File: config.mk
export PLATFORM = sky130hd
export DESIGN_NAME = fixp_vec_feeder
export DESIGN_NICKNAME = d
export VERILOG_FILES = /design/src/rtl/fixp_vec_feeder.sv
export SDC_FILE = /design/constraint.sdc
export NUM_CORES = 1
export LEC_CHECK = 0
export BUFFER_PORTS_ARGS = -buffer_cell sky130_fd_sc_hd__buf_2
export CORE_AREA = 2 2 94 96
export CTS_BUF_LIST = sky130_fd_sc_hd__clkbuf_16
export DETAILED_ROUTE_END_ITERATION = 10
export DIE_AREA = 0 0 96 98
export GPL_TIMING_DRIVEN = 0
export PLACE_DENSITY = 0.68
export SLEW_MARGIN = 20
export SYNTH_ARGS = -nofsm -noshare
export SYNTH_HDL_FRONTEND = slang
export SYNTH_SLANG_ARGS = --single-unit
File: constraint.sdc
create_clock -name clk -period 7.1 [get_ports clk]
set_input_delay 1.065 -clock clk [delete_from_list [all_inputs] [get_ports clk]]
set_output_delay 1.065 -clock clk [all_outputs]
set_load 0.01 [all_outputs]
File: src/rtl/fixp_vec_feeder.sv
// fixp_vec_feeder: serial front end for a combinational fixed-point dot-product unit.
// Packs a valid/ready word stream into a persistent weight vector and an x vector,
// captures the unit's result one cycle after the x vector completes, and returns it
// on a valid/ready output stream.
module fixp_vec_feeder #(
   parameter int DIM   = 2,
   parameter int BITW  = 16,
   parameter int FRACW = 8
) (
   input  logic                       clk,
   input  logic                       rst,
   input  logic                       in_valid,
   output logic                       in_ready,
   input  logic                       in_is_w,
   input  logic [BITW-1:0]            in_data,
   output logic [DIM-1:0][BITW-1:0]   weights_o,
   output logic [DIM-1:0][BITW-1:0]   x_o,
   input  logic [BITW-1:0]            dot_i,
   output logic                       out_valid,
   input  logic                       out_ready,
   output logic [BITW-1:0]            out_data,
   output logic                       w_loaded
);

   // Counter width; a single-element vector still needs a one-bit index.
   localparam int CW = (DIM > 1) ? $clog2(DIM) : 1;
   localparam logic [CW-1:0] LAST = CW'(DIM - 1);

   // The fraction width is only a format label here; reject nonsensical formats.
   if (FRACW >= BITW || DIM < 1) begin : g_param_check
      $error("fixp_vec_feeder: FRACW must be < BITW and DIM >= 1");
   end

   typedef enum logic [1:0] {
      FILL = 2'd0,
      CALC = 2'd1,
      HOLD = 2'd2
   } state_t;

   state_t                    state_q, state_d;
   logic [CW-1:0]             w_cnt_q, w_cnt_d;
   logic [CW-1:0]             x_cnt_q, x_cnt_d;
   logic                      w_loaded_q, w_loaded_d;
   logic                      out_valid_q, out_valid_d;
   logic [BITW-1:0]           out_data_q, out_data_d;
   logic [DIM-1:0][BITW-1:0]  weights_q, weights_d;
   logic [DIM-1:0][BITW-1:0]  x_q, x_d;
   logic                      accept;

   // Ready depends only on the word class and held state, never on in_valid;
   // weights wait for an x vector to finish, x words wait for a full weight set.
   assign in_ready = (state_q == FILL) && (in_is_w ? (x_cnt_q == '0) : w_loaded_q);
   assign accept   = in_valid && in_ready;

   // Next-state logic: word packing in FILL, result capture in CALC, output handshake in HOLD.
   always_comb begin
      state_d     = state_q;
      w_cnt_d     = w_cnt_q;
      x_cnt_d     = x_cnt_q;
      w_loaded_d  = w_loaded_q;
      out_valid_d = out_valid_q;
      out_data_d  = out_data_q;
      weights_d   = weights_q;
      x_d         = x_q;
      case (state_q)
         FILL: begin
            if (accept) begin
               if (in_is_w) begin
                  weights_d[w_cnt_q] = in_data;
                  if (w_cnt_q == LAST) begin
                     w_cnt_d    = '0;
                     w_loaded_d = 1'b1;
                  end else begin
                     // First word of a reload drops w_loaded until the set is complete.
                     w_cnt_d    = w_cnt_q + 1'b1;
                     w_loaded_d = 1'b0;
                  end
               end else begin
                  x_d[x_cnt_q] = in_data;
                  if (x_cnt_q == LAST) begin
                     x_cnt_d = '0;
                     state_d = CALC;
                  end else begin
                     x_cnt_d = x_cnt_q + 1'b1;
                  end
               end
            end
         end
         CALC: begin
            // Vectors have been stable for a full cycle, so dot_i has settled.
            out_data_d  = dot_i;
            out_valid_d = 1'b1;
            state_d     = HOLD;
         end
         HOLD: begin
            if (out_valid_q && out_ready) begin
               out_valid_d = 1'b0;
               state_d     = FILL;
            end
         end
         default: begin
            state_d = FILL;
         end
      endcase
   end

   // State and datapath registers; reset clears everything, dropping any pending result.
   always_ff @(posedge clk or posedge rst) begin
      if (rst) begin
         state_q     <= FILL;
         w_cnt_q     <= '0;
         x_cnt_q     <= '0;
         w_loaded_q  <= 1'b0;
         out_valid_q <= 1'b0;
         out_data_q  <= '0;
         weights_q   <= '0;
         x_q         <= '0;
      end else begin
         state_q     <= state_d;
         w_cnt_q     <= w_cnt_d;
         x_cnt_q     <= x_cnt_d;
         w_loaded_q  <= w_loaded_d;
         out_valid_q <= out_valid_d;
         out_data_q  <= out_data_d;
         weights_q   <= weights_d;
         x_q         <= x_d;
      end
   end

   assign weights_o = weights_q;
   assign x_o       = x_q;
   assign out_valid = out_valid_q;
   assign out_data  = out_data_q;
   assign w_loaded  = w_loaded_q;

endmodule
==> key figures <==
Drt
  • DRC violations left: 0
  • Number of DRC markers after the initial detailed-route iteration: 26
  • Average vias per placed instance: 4.68
  • Routed wire length per instance: 15.2 um
  • Antenna-violating nets left: 0
  • Final routed wirelength across all metal layers: 6.65 mm
  • First-pass iteration count of the detailed router: 4
  • Vias: 2055

Power
  • Pwr per Cell Area: 464 nW/um2
  • Maximum resistive drop on vdd: 0.186 mV
  • Lkg Pwr: 2.20 nW

Finish
  • Footprint of the flip-flops and latches: roughly 2200 um2
  • Fraction of layout instances using a drive strength above 1: between 60% and 70%
  • Finished Core Util: 51.7%
  • Diode count: 0
  • Net count, final: around 360
  • Layout overhead on the synthesized area: 32.5%
  • Final non-filler cell total: 439
  • Total of fill cells in the finished design: 782
  • Multi-input logic area: 1090 um2

Critical path
  • Max Fanout on Critical Path: 4
  • Required time at the endpoint of the critical path: 6.03 ns
  • Data arrival time of the critical path: 1.90 ns
  • Worst Setup Path Type: primary input to primary output
  • Kind of end point of the critical path: primary output
  • Kind of start point of the critical path: primary input
  • Crit path max-delay cell type: a2111oi_0
  • Slowest cell delay on critical path: 0.46 ns
  • Top cell by count, worst path: buf_2
  • Critical Path, Cell by Cell: buf_2, nor2_1, a2111oi_0, buf_2

CTS
  • Buffer count from post-CTS setup fixing: 0
  • Cts hold-fix bufs: 0
  • Clock insertion delay at the later pin of the skew report: 0.33 ns
  • Number of cells upsized or downsized after cts: 0
  • H-tree levels: 3
  • Clock tree sinks: 86
  • Number of buffers added by the clock tree synthesis step: 9
  • Clk slew on worst S/H paths: roughly 0.06 ns
  • Root Buffer Master: clkbuf_16
  • Worst-case clock buffer depth: 2
  • CTS tree: done

STA
  • Min setup slack post-route: 4.14 ns
  • Headroom to the max-slew limit: 68.4%
  • Top achievable clock speed: 337 MHz
  • RSZ-0062 raised after global routing: false
  • Number of hold violations in the final report: 0
  • Crit share post-route: 41.7%
  • Actual transition at the worst max-transition pin: about 0.46 ns
  • Shortest period the worst path allows: 2.96 ns
  • Clock skew after layout: slightly below 0.007 ns
  • Count of final setup violators: 0
  • Setup_tns: 0 ns
  • Final Max Tran Viols: 0

Global routing
  • Number of global-route vias before repair: 2161
  • Initial antenna violation count: 0
  • Total congestion overflow after global routing: 0
  • Global-route wire length before repair: roughly 11 mm
  • Pin count of the biggest net entering global routing: 56
  • Overall routing resource usage: 15.0%

Placed design
  • HPWL reported at the end of detailed placement: 4.76 mm
  • Placed Cells: 424
  • Routability congestion estimate from global placement: 0.669
  • Number of buffers inserted by port buffering: around 120
  • Worst Setup Slack post-DPL: 4.15 ns

Yosys
  • Area share of the largest cell type after synthesis: 65.1%
  • EDFF count, synth: 0
  • Top cells by area, synth: dfrtp_1 (65%), mux2_2 (27%), buf_6 (1.0%)
  • Most common flop cell mapped by yosys: dfrtp_1
  • Most frequently used cell type in the post-synthesis netlist: dfrtp_1
  • Cells after synthesis: 196
  • Seq/Total Area, Yosys: around two thirds
  • Fraction of registers with async set/reset: between 90% and 100%
  • Leading area contributor after synthesis: dfrtp_1
  • Syn_nets: 233
  • Top cells by count, synth: dfrtp_1 (86), mux2_2 (80), buf_6 (3), inv_1 (3)
  • Netlist cell types: 24
  • Avg Synthesized Cell Area: 16.9 um2
  • Post-synthesis sequential element count: 86
  • Synth Cell Area: 3300 um2
  • Yosys warning total: 0

Run status
  • Status: finished, final reports clean

Run
  • Max Cap Violations: 0

Floorplan
  • X dimension of the die: 96 um
  • Total die area: 9410 um2
  • Std cell rows: 34
  • Effective utilization at floorplan: about two fifths
  • Total core area: 8470 um2
  • Top-level port count: 120
  • Die Height: 98 um

Worst hold path
  • Worst Hold Class: flip-flop to flip-flop
## logic make-up (layout without fill, tap and decap cells)
kind of cell | Yosys count | after routing | synth area share, %
flip-flops | 86 | 86 | 65.1
multiplexers | 80 | 80 | 27.3
AND/OR/NAND/NOR | 14 | 14 | 4.09
buffers and inverters | 9 | 144 | 1.89
AO/OA/AOI/OAI | 5 | 5 | 1.10
XOR/XNOR | 2 | 2 | 0.530
## stage by stage
| stage | total power [mW] | cell area [um2] | hold slack (ns) |
|---|---|---|---|
| after floorplan | 1.25 | 3300 | 0.510 |
| after global placement | 1.54 | 4040 | 0.481 |
| after detailed placement | 1.57 | 4070 | 0.488 |
| after CTS | 2.07 | 4380 | 0.502 |
| after global routing | 2.16 | 4380 | 0.510 |
| final | 2.03 | 4380 | 0.497 |
## final cells by class
cell class              instances  share of cell area [%]
multi-input cells             101                    24.9
repair buffers                120                    14.2
clock inverters                 6                    2.00
inverters                       3                   0.314
clock buffers                   9                    5.14
well taps                     108                    3.09
plain buffers                   6                    1.17
flip-flops and latches         86                    49.2
## power breakdown
| group | internal (mW) | switching, mW |
|---|---|---|
| Clock | 0.305 | 0.184 |
| Combinational | 0.375 | 0.316 |
| Sequential | 0.729 | 0.123 |
## worst paths after layout
check	from	endpoint	slack (ns)	cells after the start
setup / recovery	in_is_w	in_ready	4.14	4
hold / removal	weights_o[26]$_DFFE_PP0P_	weights_o[26]$_DFFE_PP0P_	0.50	1
setup reg to reg	state_q[0]$_DFFE_PP0P_	weights_o[12]$_DFFE_PP0P_	5.41	4
hold reg to reg	weights_o[26]$_DFFE_PP0P_	weights_o[26]$_DFFE_PP0P_	0.50	1
max in group asynchronous	rst	x_o[5]$_DFFE_PP0P_	5.76	3
min in group asynchronous	rst	out_data[10]$_DFFE_PP0P_	0.74	2
## placed cells by master, fill, tap and decap left out, types with 2 or more instances in the layout
| cell | netlist | layout |
|---|---|---|
| buf_2 | 2 | 121 |
| xnor2_1 | 2 | 2 |
| mux2_2 | 80 | 80 |
| bufinv_16 | 0 | 2 |
| inv_1 | 3 | 2 |
| clkbuf_16 | 0 | 9 |
| dfrtp_1 | 86 | 86 |
| clkinvlp_4 | 0 | 2 |
| a21oi_1 | 2 | 2 |
| buf_6 | 3 | 3 |
| nand2_1 | 2 | 2 |
## critical path: cells and delay by family
kind,cells,cell delay [ns]
compound gates,1,0.46
buf+inv,2,0.33
simple gates,1,0.04
## registers in the layout, indices dropped and copies added, names as in the netlist
signal / flops
weights_o: 32
x_o: 32
out_data: 16
state_q: 2
out_valid: 1
w_cnt_q: 1
w_loaded: 1
x_cnt_q: 1
## routing by layer
layer / track usage (%) / up-vias / wire length [um]
li1: - / 955 / -
met4: 5.60 / 0 / 85
met5: 0 / - / 0
met3: 3.78 / 8 / 383
met2: 24.9 / 67 / 3330
met1: 18.6 / 1025 / 2850
Power figures use the tool's default switching activity.
